--- src/rtl/input_debouncer.sv ---
// -----------------------------------------------------------------------------
// input_debouncer
//
// Synchronizes and debounces the board's mechanical inputs (push-buttons and
// slide switches) for the MSP430 core's P1/P2 `din` buses. Each bit passes
// through a two-flop synchronizer and then a per-bit qualify counter. A bit
// changes state only after it has held a new level for DEBOUNCE_CYCLES
// consecutive cycles.
//
// Parameters:
//   WIDTH           - number of independent input bits
//   DEBOUNCE_CYCLES - qualify time in clk_sys cycles (2 .. 2^24-1)
//   RESET_VAL       - reset value of the synchronizer and of stable_out
//   CNT_W           - per-bit counter width; needs 2^CNT_W > DEBOUNCE_CYCLES
//
// Ports:
//   clk_sys    in   1      system clock
//   reset_n    in   1      asynchronous active-low reset
//   raw_in     in   WIDTH  asynchronous raw pin levels
//   stable_out out  WIDTH  debounced levels
//   rise_pulse out  WIDTH  one-cycle pulse when a bit of stable_out goes 0->1
//   fall_pulse out  WIDTH  one-cycle pulse when a bit of stable_out goes 1->0
//   change_any out  1      OR of all rise/fall pulses, registered with them
//   evt_ack    in   WIDTH  clears matching evt_flag bits   (optional)
//   evt_flag   out  WIDTH  sticky per-bit change flags     (optional)
//
// Optional feature macro: INPUT_DEBOUNCER_EVT_LATCH_EN
//   When defined, the evt_ack/evt_flag ports and the sticky flag register are
//   present. When undefined, they are absent.
//
// All outputs are registered. No combinational path runs from input to output.
// -----------------------------------------------------------------------------
module input_debouncer #(
  parameter int unsigned      WIDTH           = 5,
  parameter int unsigned      DEBOUNCE_CYCLES = 500000,
  parameter logic [WIDTH-1:0] RESET_VAL       = {WIDTH{1'b1}},
  parameter int unsigned      CNT_W           = 24
) (
  input  logic             clk_sys,
  input  logic             reset_n,
  input  logic [WIDTH-1:0] raw_in,
  output logic [WIDTH-1:0] stable_out,
  output logic [WIDTH-1:0] rise_pulse,
  output logic [WIDTH-1:0] fall_pulse,
  output logic             change_any
`ifdef INPUT_DEBOUNCER_EVT_LATCH_EN
  ,
  input  logic [WIDTH-1:0] evt_ack,
  output logic [WIDTH-1:0] evt_flag
`endif
);

  // Terminal count: on the cycle the counter holds this value, a further
  // mismatch completes the qualification.
  localparam logic [CNT_W-1:0] CNT_LAST = CNT_W'(DEBOUNCE_CYCLES - 1);
  localparam logic [CNT_W-1:0] CNT_ONE  = CNT_W'(1);

  typedef enum logic {
    ST_STABLE  = 1'b0,
    ST_QUALIFY = 1'b1
  } state_e;

  // ---------------------------------------------------------------------------
  // Two-flop synchronizer. The second stage is fed straight from the first,
  // with no logic between the stages.
  // ---------------------------------------------------------------------------
  logic [WIDTH-1:0] sync1_q;
  logic [WIDTH-1:0] sync2_q;

  always_ff @(posedge clk_sys or negedge reset_n) begin
    if (!reset_n) begin
      sync1_q <= RESET_VAL;
      sync2_q <= RESET_VAL;
    end else begin
      sync1_q <= raw_in;
      sync2_q <= sync1_q;
    end
  end

  // ---------------------------------------------------------------------------
  // Per-bit qualify FSMs
  // ---------------------------------------------------------------------------
  logic [WIDTH-1:0] stable_q;
  logic [WIDTH-1:0] stable_d;
  logic [WIDTH-1:0] rise_d;
  logic [WIDTH-1:0] fall_d;

  for (genvar gi = 0; gi < WIDTH; gi++) begin : g_bit
    state_e           state_q, state_d;
    logic [CNT_W-1:0] cnt_q, cnt_d;

    always_ff @(posedge clk_sys or negedge reset_n) begin
      if (!reset_n) begin
        state_q <= ST_STABLE;
        cnt_q   <= '0;
      end else begin
        state_q <= state_d;
        cnt_q   <= cnt_d;
      end
    end

    always_comb begin
      state_d      = state_q;
      cnt_d        = cnt_q;
      stable_d[gi] = stable_q[gi];
      rise_d[gi]   = 1'b0;
      fall_d[gi]   = 1'b0;

      case (state_q)
        ST_STABLE: begin
          if (sync2_q[gi] != stable_q[gi]) begin
            state_d = ST_QUALIFY;
            cnt_d   = CNT_ONE;
          end
        end

        ST_QUALIFY: begin
          if (sync2_q[gi] == stable_q[gi]) begin
            // Level went back before qualifying: treat it as a glitch.
            state_d = ST_STABLE;
            cnt_d   = '0;
          end else if (cnt_q == CNT_LAST) begin
            state_d      = ST_STABLE;
            cnt_d        = '0;
            stable_d[gi] = sync2_q[gi];
            rise_d[gi]   = sync2_q[gi];
            fall_d[gi]   = ~sync2_q[gi];
          end else begin
            cnt_d = cnt_q + CNT_ONE;
          end
        end

        default: begin
          state_d = ST_STABLE;
          cnt_d   = '0;
        end
      endcase
    end
  end

  // ---------------------------------------------------------------------------
  // Output registers. The pulses are registered together with the level change,
  // so each pulse is high in exactly the cycle where stable_out shows the new
  // level.
  // ---------------------------------------------------------------------------
  logic [WIDTH-1:0] rise_q;
  logic [WIDTH-1:0] fall_q;
  logic             change_q;

  always_ff @(posedge clk_sys or negedge reset_n) begin
    if (!reset_n) begin
      stable_q <= RESET_VAL;
      rise_q   <= '0;
      fall_q   <= '0;
      change_q <= 1'b0;
    end else begin
      stable_q <= stable_d;
      rise_q   <= rise_d;
      fall_q   <= fall_d;
      change_q <= |(rise_d | fall_d);
    end
  end

  assign stable_out = stable_q;
  assign rise_pulse = rise_q;
  assign fall_pulse = fall_q;
  assign change_any = change_q;

`ifdef INPUT_DEBOUNCER_EVT_LATCH_EN
  // Sticky event flags. A new event is ORed in after the ack clears, so an event
  // and an ack in the same cycle leave the flag set. The flag rises in the same
  // cycle as the pulse.
  logic [WIDTH-1:0] evt_flag_q;

  always_ff @(posedge clk_sys or negedge reset_n) begin
    if (!reset_n) begin
      evt_flag_q <= '0;
    end else begin
      evt_flag_q <= (evt_flag_q & ~evt_ack) | rise_d | fall_d;
    end
  end

  assign evt_flag = evt_flag_q;
`endif

endmodule

--- config.mk ---
export PLATFORM = sky130hd
export DESIGN_NAME = input_debouncer
export DESIGN_NICKNAME = d
export VERILOG_FILES = /design/src/rtl/input_debouncer.sv
export SDC_FILE = /design/constraint.sdc
export NUM_CORES = 1
export LEC_CHECK = 0
export CAP_MARGIN = 20
export CORE_UTILIZATION = 60
export DETAILED_ROUTE_END_ITERATION = 16
export GPL_ROUTABILITY_DRIVEN = 0
export PLACE_DENSITY = 0.81
export SLEW_MARGIN = 20
export SYNTH_ARGS = -nofsm -noshare
export SYNTH_HDL_FRONTEND = slang
export SYNTH_SLANG_ARGS = --single-unit
--- constraint.sdc ---
create_clock -name clk_sys -period 5.5 [get_ports clk_sys]
set_input_delay 1.1 -clock clk_sys [delete_from_list [all_inputs] [get_ports clk_sys]]
set_output_delay 1.1 -clock clk_sys [all_outputs]
set_load 0.05 [all_outputs]
---- After elaboration in Yosys (flattened, before gate mapping) ----
Cells that the tools add are included.
word-level totals
  memories ................................ 0
  bits in registers ....................... 151
  RAM bits ................................ 0
  bits in read-only memories .............. 0
  word-level logic and storage cells ...... 137
  bits in latches ......................... 0
operators by class
  reduce and logical (&&, ||, !) cells .... 6
  shift-type cells ........................ 0
  bitwise operators ....................... 16
  eq/ne operators ......................... 20
  div/mod/pow operators ................... 0
  order comparisons ....................... 0
  $add $sub $neg .......................... 5
  multiply operators ...................... 0
  multiplexer cells ....................... 70
operators by type and width
  cell                                              count
  2-to-1 mux 24 bit                                 15
  one-hot mux 24 bit (2 select lines)               5
  adder 24 x 1 -> 24 bit (second input constant)    5
  == test 24 x 19 -> 1 bit (second input constant)  5
  2-to-1 mux 1 bit                                  45
  NOT 1 bit                                         15
  AND reduction 3 bit                               5
  != test 2 bit (second input constant)             5
  one-hot mux 1 bit (2 select lines)                5
  == test 1 bit                                     5
  != test 1 bit                                     5
  OR 5 bit                                          1
  OR reduction 5 bit                                1

---- Logic depth before layout (Yosys ltp) ----
  depth after elaboration ................. 6
  depth in mapped cells ................... 8
  mapped depth without buffers ............ 6

---- Worst setup path after synthesis ----
Ideal clock, no wire load.
  path kind ............................... flip-flop to flip-flop
  start point ............................. reg stable_q[1] (netlist: stable_out[1])
  end point ............................... reg g_bit[1].cnt_q[5]
  setup time .............................. 0.082 ns
  period minus slack after synthesis ...... 2.086 ns
  required time ........................... 5.418 ns
  buffers on the path ..................... 1
  arrival time ............................ 2.004 ns
  setup slack ............................. 3.414 ns
  cell stages (with the launch flop) ...... 7
  path through ............................ dfstp_2 > xor2_1 > nand2_1 > a21oi_1 > clkbuf_1 > o21ai_0 > a31oi_1
between the ends
  cells in the longest elaborated chain, start to end .. 3
  elaborated cells on any way between the ends .. 5
  classes of those cells .................. 3 x eq/ne; 2 x mux
ends and longest elaborated chain
  what                                 line  RTL
  start, declared                      83    logic [WIDTH-1:0] stable_q;
  start signal, assigned               157   stable_q <= stable_d;
  == test 1 bit                        118   if (sync2_q[gi] == stable_q[gi]) begin
  2-to-1 mux 24 bit                    118
  one-hot mux 24 bit (2 select lines)  109   case (state_q)
  end signal, assigned                 98    cnt_q <= cnt_d;
  end, declared                        90    logic [CNT_W-1:0] cnt_q, cnt_d;
Parallel ways exist; a longest one is shown, timed or not.
A chain may end at the register's enable or synchronous reset.

---- Worst setup path in the final report ----
  start point ............................. reg stable_q[4] (netlist: stable_out[4])
  end point ............................... out stable_out[4]
RTL lines
  what           line  RTL
  end, declared  42    output logic [WIDTH-1:0] stable_out,
No word-level cell between the ends.

==> results.cfg <==
[run_status]
status = complete, no violations

[synth]
yosysSeqAreaShare_pct = 47.5
syn_area_um2 = 7990
synth-edff-count = 0
ys_warn_count = 0
synth-seq-cells = 151
synth_nets = 881
synthCells = 869
ys_async_sr_fraction_pct = 100
synthFlopType = dfrtp_1
avgSynthCellArea_um2 = 9.20
ys_types = 59

[power]
p_int_mw = 1.82
p_sw_mw = 0.565
clkPwrFrac_pct = 45.6
power-per-cell-area_nw_per_um2 = 269
seqPwrFrac_pct = 48.9
comb_power_share_pct = 5.5
ir_drop_mv = 0.249
sw_frac_of_total_pct = 23.7
cellLeakagePower_nw = 3.54

[critical_path]
critPathRequiredTime_ns = 4.40
endpoint_kind = output pin
cp_top_family = buffers and inverters
startpoint_type = flip-flop
path_max_fanout = 5
crit_buf_inv = 1
worstPathArrival_ns = 1.84
cp_cell_sequence = clkdlybuf4s50_1
cp_slowest_cell = clkdlybuf4s50_1
path_class = flip-flop to output pin
slowest_delay_ns = 0.84

[global_routing]
grt_max_degree = 113
grt_usage_pct = 26.7
grt_pass1_vias = 6425
grt_pass1_wl_um = 30000
antenna_found_initial = 0
overflow = 0

[layout]
layout_commonest_cell = dfrtp_1
n_antenna_cell = 0
finalNonFillerCells = 1060
multi_input_area_um2 = 3940
layout.nets = 887
syn_to_final_growth_pct = 10.9
most-common-layout-cells = dfrtp_1 (136), nand2_1 (78), a21oi_1 (61), nand3_1 (60), a31oi_1 (60)
fin_area_um2 = 8860
ff_latch_area_um2 = 3800
layout-drive-gt1-share_pct = 9.46
nFillCells = 954

[place]
placed_cell_area_um2 = 8310
dpl.hpwl_um = 11700
dp.cells = 1028
place_ws_ns = 2.92
port_buffers = 22

[clock_tree]
clk_pin_slew_ns = 0.06
post_cts_buffers = 0
cts_root_buf = clkbuf_16
htreeDepth = 4
clock_latency_ns = 0.44
cts_buffers = 17
cts_tree = done
clock_sinks = 151
cts.path.max_buffers = 2
ctsHoldBuffers = 0
cts_resized = 0

[timing]
period_needed_ns = 2.94
hold_viol_final = 0
fin_crit_sh_pct = 53.5
rsz0062_at_grt = false
fmax_mhz = 340
maxSlewViolCount = 0
clock_skew_ns = 0.0208
setup_slack_ns = 2.56
setup_viol = 0
tns_ns = 0
worstMarginPinSlew_ns = 0.974
slew_headroom_pct = 34.9
whs_ns = 0.349

[floorplan]
core_um2 = 12800
chipWidth_um = 117
start_util_pct = 62.3
die_h_um = 117
ios = 23
die-area_um2 = 13800
std_cell_rows = 41

[routing]
vias = 7003
ant_nets = 0
wl_per_cell_um = 16.7
drt_pass1_iterations = 5
finalWirelength_um = 17700
drc = 0
via_per_inst = 6.61
first_iter_violations = 616

[worst_hold_path]
hold_path.class = flip-flop to flip-flop

[job]
maxCapViolCount = 0
-- final cells by class --
| class | count | area share, % |
|---|---|---|
| clock buffers | 23 | 5.28 |
| clock inverters | 9 | 0.890 |
| inverters | 27 | 1.14 |
| multi-input cells | 651 | 44.5 |
| flip-flops and latches | 151 | 42.9 |
| well taps | 172 | 2.43 |
| repair buffers | 27 | 2.95 |
-- layer usage --
layer | vias to the layer above | global-route usage (%) | share of wire, %
li1 | 3316 | - | -
met1 | 3413 | 35.1 | 43
met2 | 256 | 43.1 | 50
met3 | 18 | 6.13 | 6.3
met4 | 0 | 9.66 | 1.1
met5 | - | 0 | 0
-- sequential cells by signal, summed over array words and instances, names as in the netlist --
signal and count:
g_bit.cnt_q 120, fall_pulse 5, g_bit.state_q 5, rise_pulse 5, stable_out 5, sync1_q 5, sync2_q 5, change_any 1
-- metrics by stage --
step | total power, mW | util, %
2_1_floorplan | 1.26 | -
3_3_place_gp | 1.31 | 64.8
3_5_place_dp | 1.32 | 64.8
4_1_cts | 2.40 | 69.1
5_1_grt | 2.47 | 69.1
6_report | 2.39 | 69.1
-- synthesized netlist by cell type, types with 18 or more instances --
cell	count	share of area [%]
nor3_1	24	1.5
nor4_1	18	1.4
o21ai_0	53	3.3
a21oi_1	63	3.9
clkbuf_1	24	1.1
nand3_1	60	3.8
nor2_1	42	2.0
a31oi_1	60	4.7
a21o_1	20	1.9
inv_1	27	1.3
dfrtp_1	136	43
nand4_1	37	2.9
nand2_1	78	3.7
-- power groups by stage --
| stage | logic [mW] | clock network (mW) | registers (mW) |
|---|---|---|---|
| finish | 0.132 | 1.09 | 1.17 |
| global route | 0.152 | 1.15 | 1.17 |
| CTS | 0.134 | 1.10 | 1.17 |
| detailed placement | 0.132 | 0 | 1.18 |
| global placement | 0.126 | 0 | 1.18 |
| floorplan | 0.0866 | 0 | 1.18 |
-- kinds of logic (layout without fill, tap and decap cells) --
group / count (synthesis) / count (layout) / share of synthesized area, %
fa+ha+maj: 5 / 5 / 0.783
compound gates: 253 / 253 / 19.9
flops: 151 / 151 / 47.5
xor+xnor: 9 / 9 / 0.986
mux: 14 / 14 / 1.86
simple gates: 370 / 370 / 25.7
buf+inv: 67 / 86 / 3.32
-- final timing paths --
kind,slack [ns],end,from,cells past startpoint
max,2.56,stable_out[4],stable_out[4],1
min,0.35,sync2_q[4],sync1_q[4],0
max reg2reg,3.06,g_bit[2].cnt_q[12],g_bit[2].cnt_q[12],6
min reg2reg,0.35,sync2_q[4],sync1_q[4],0
max in group asynchronous,3.71,g_bit[4].cnt_q[10],reset_n,2
min in group asynchronous,0.74,g_bit[2].cnt_q[12],reset_n,1
Note: power is estimated with default switching activity, not from simulation.
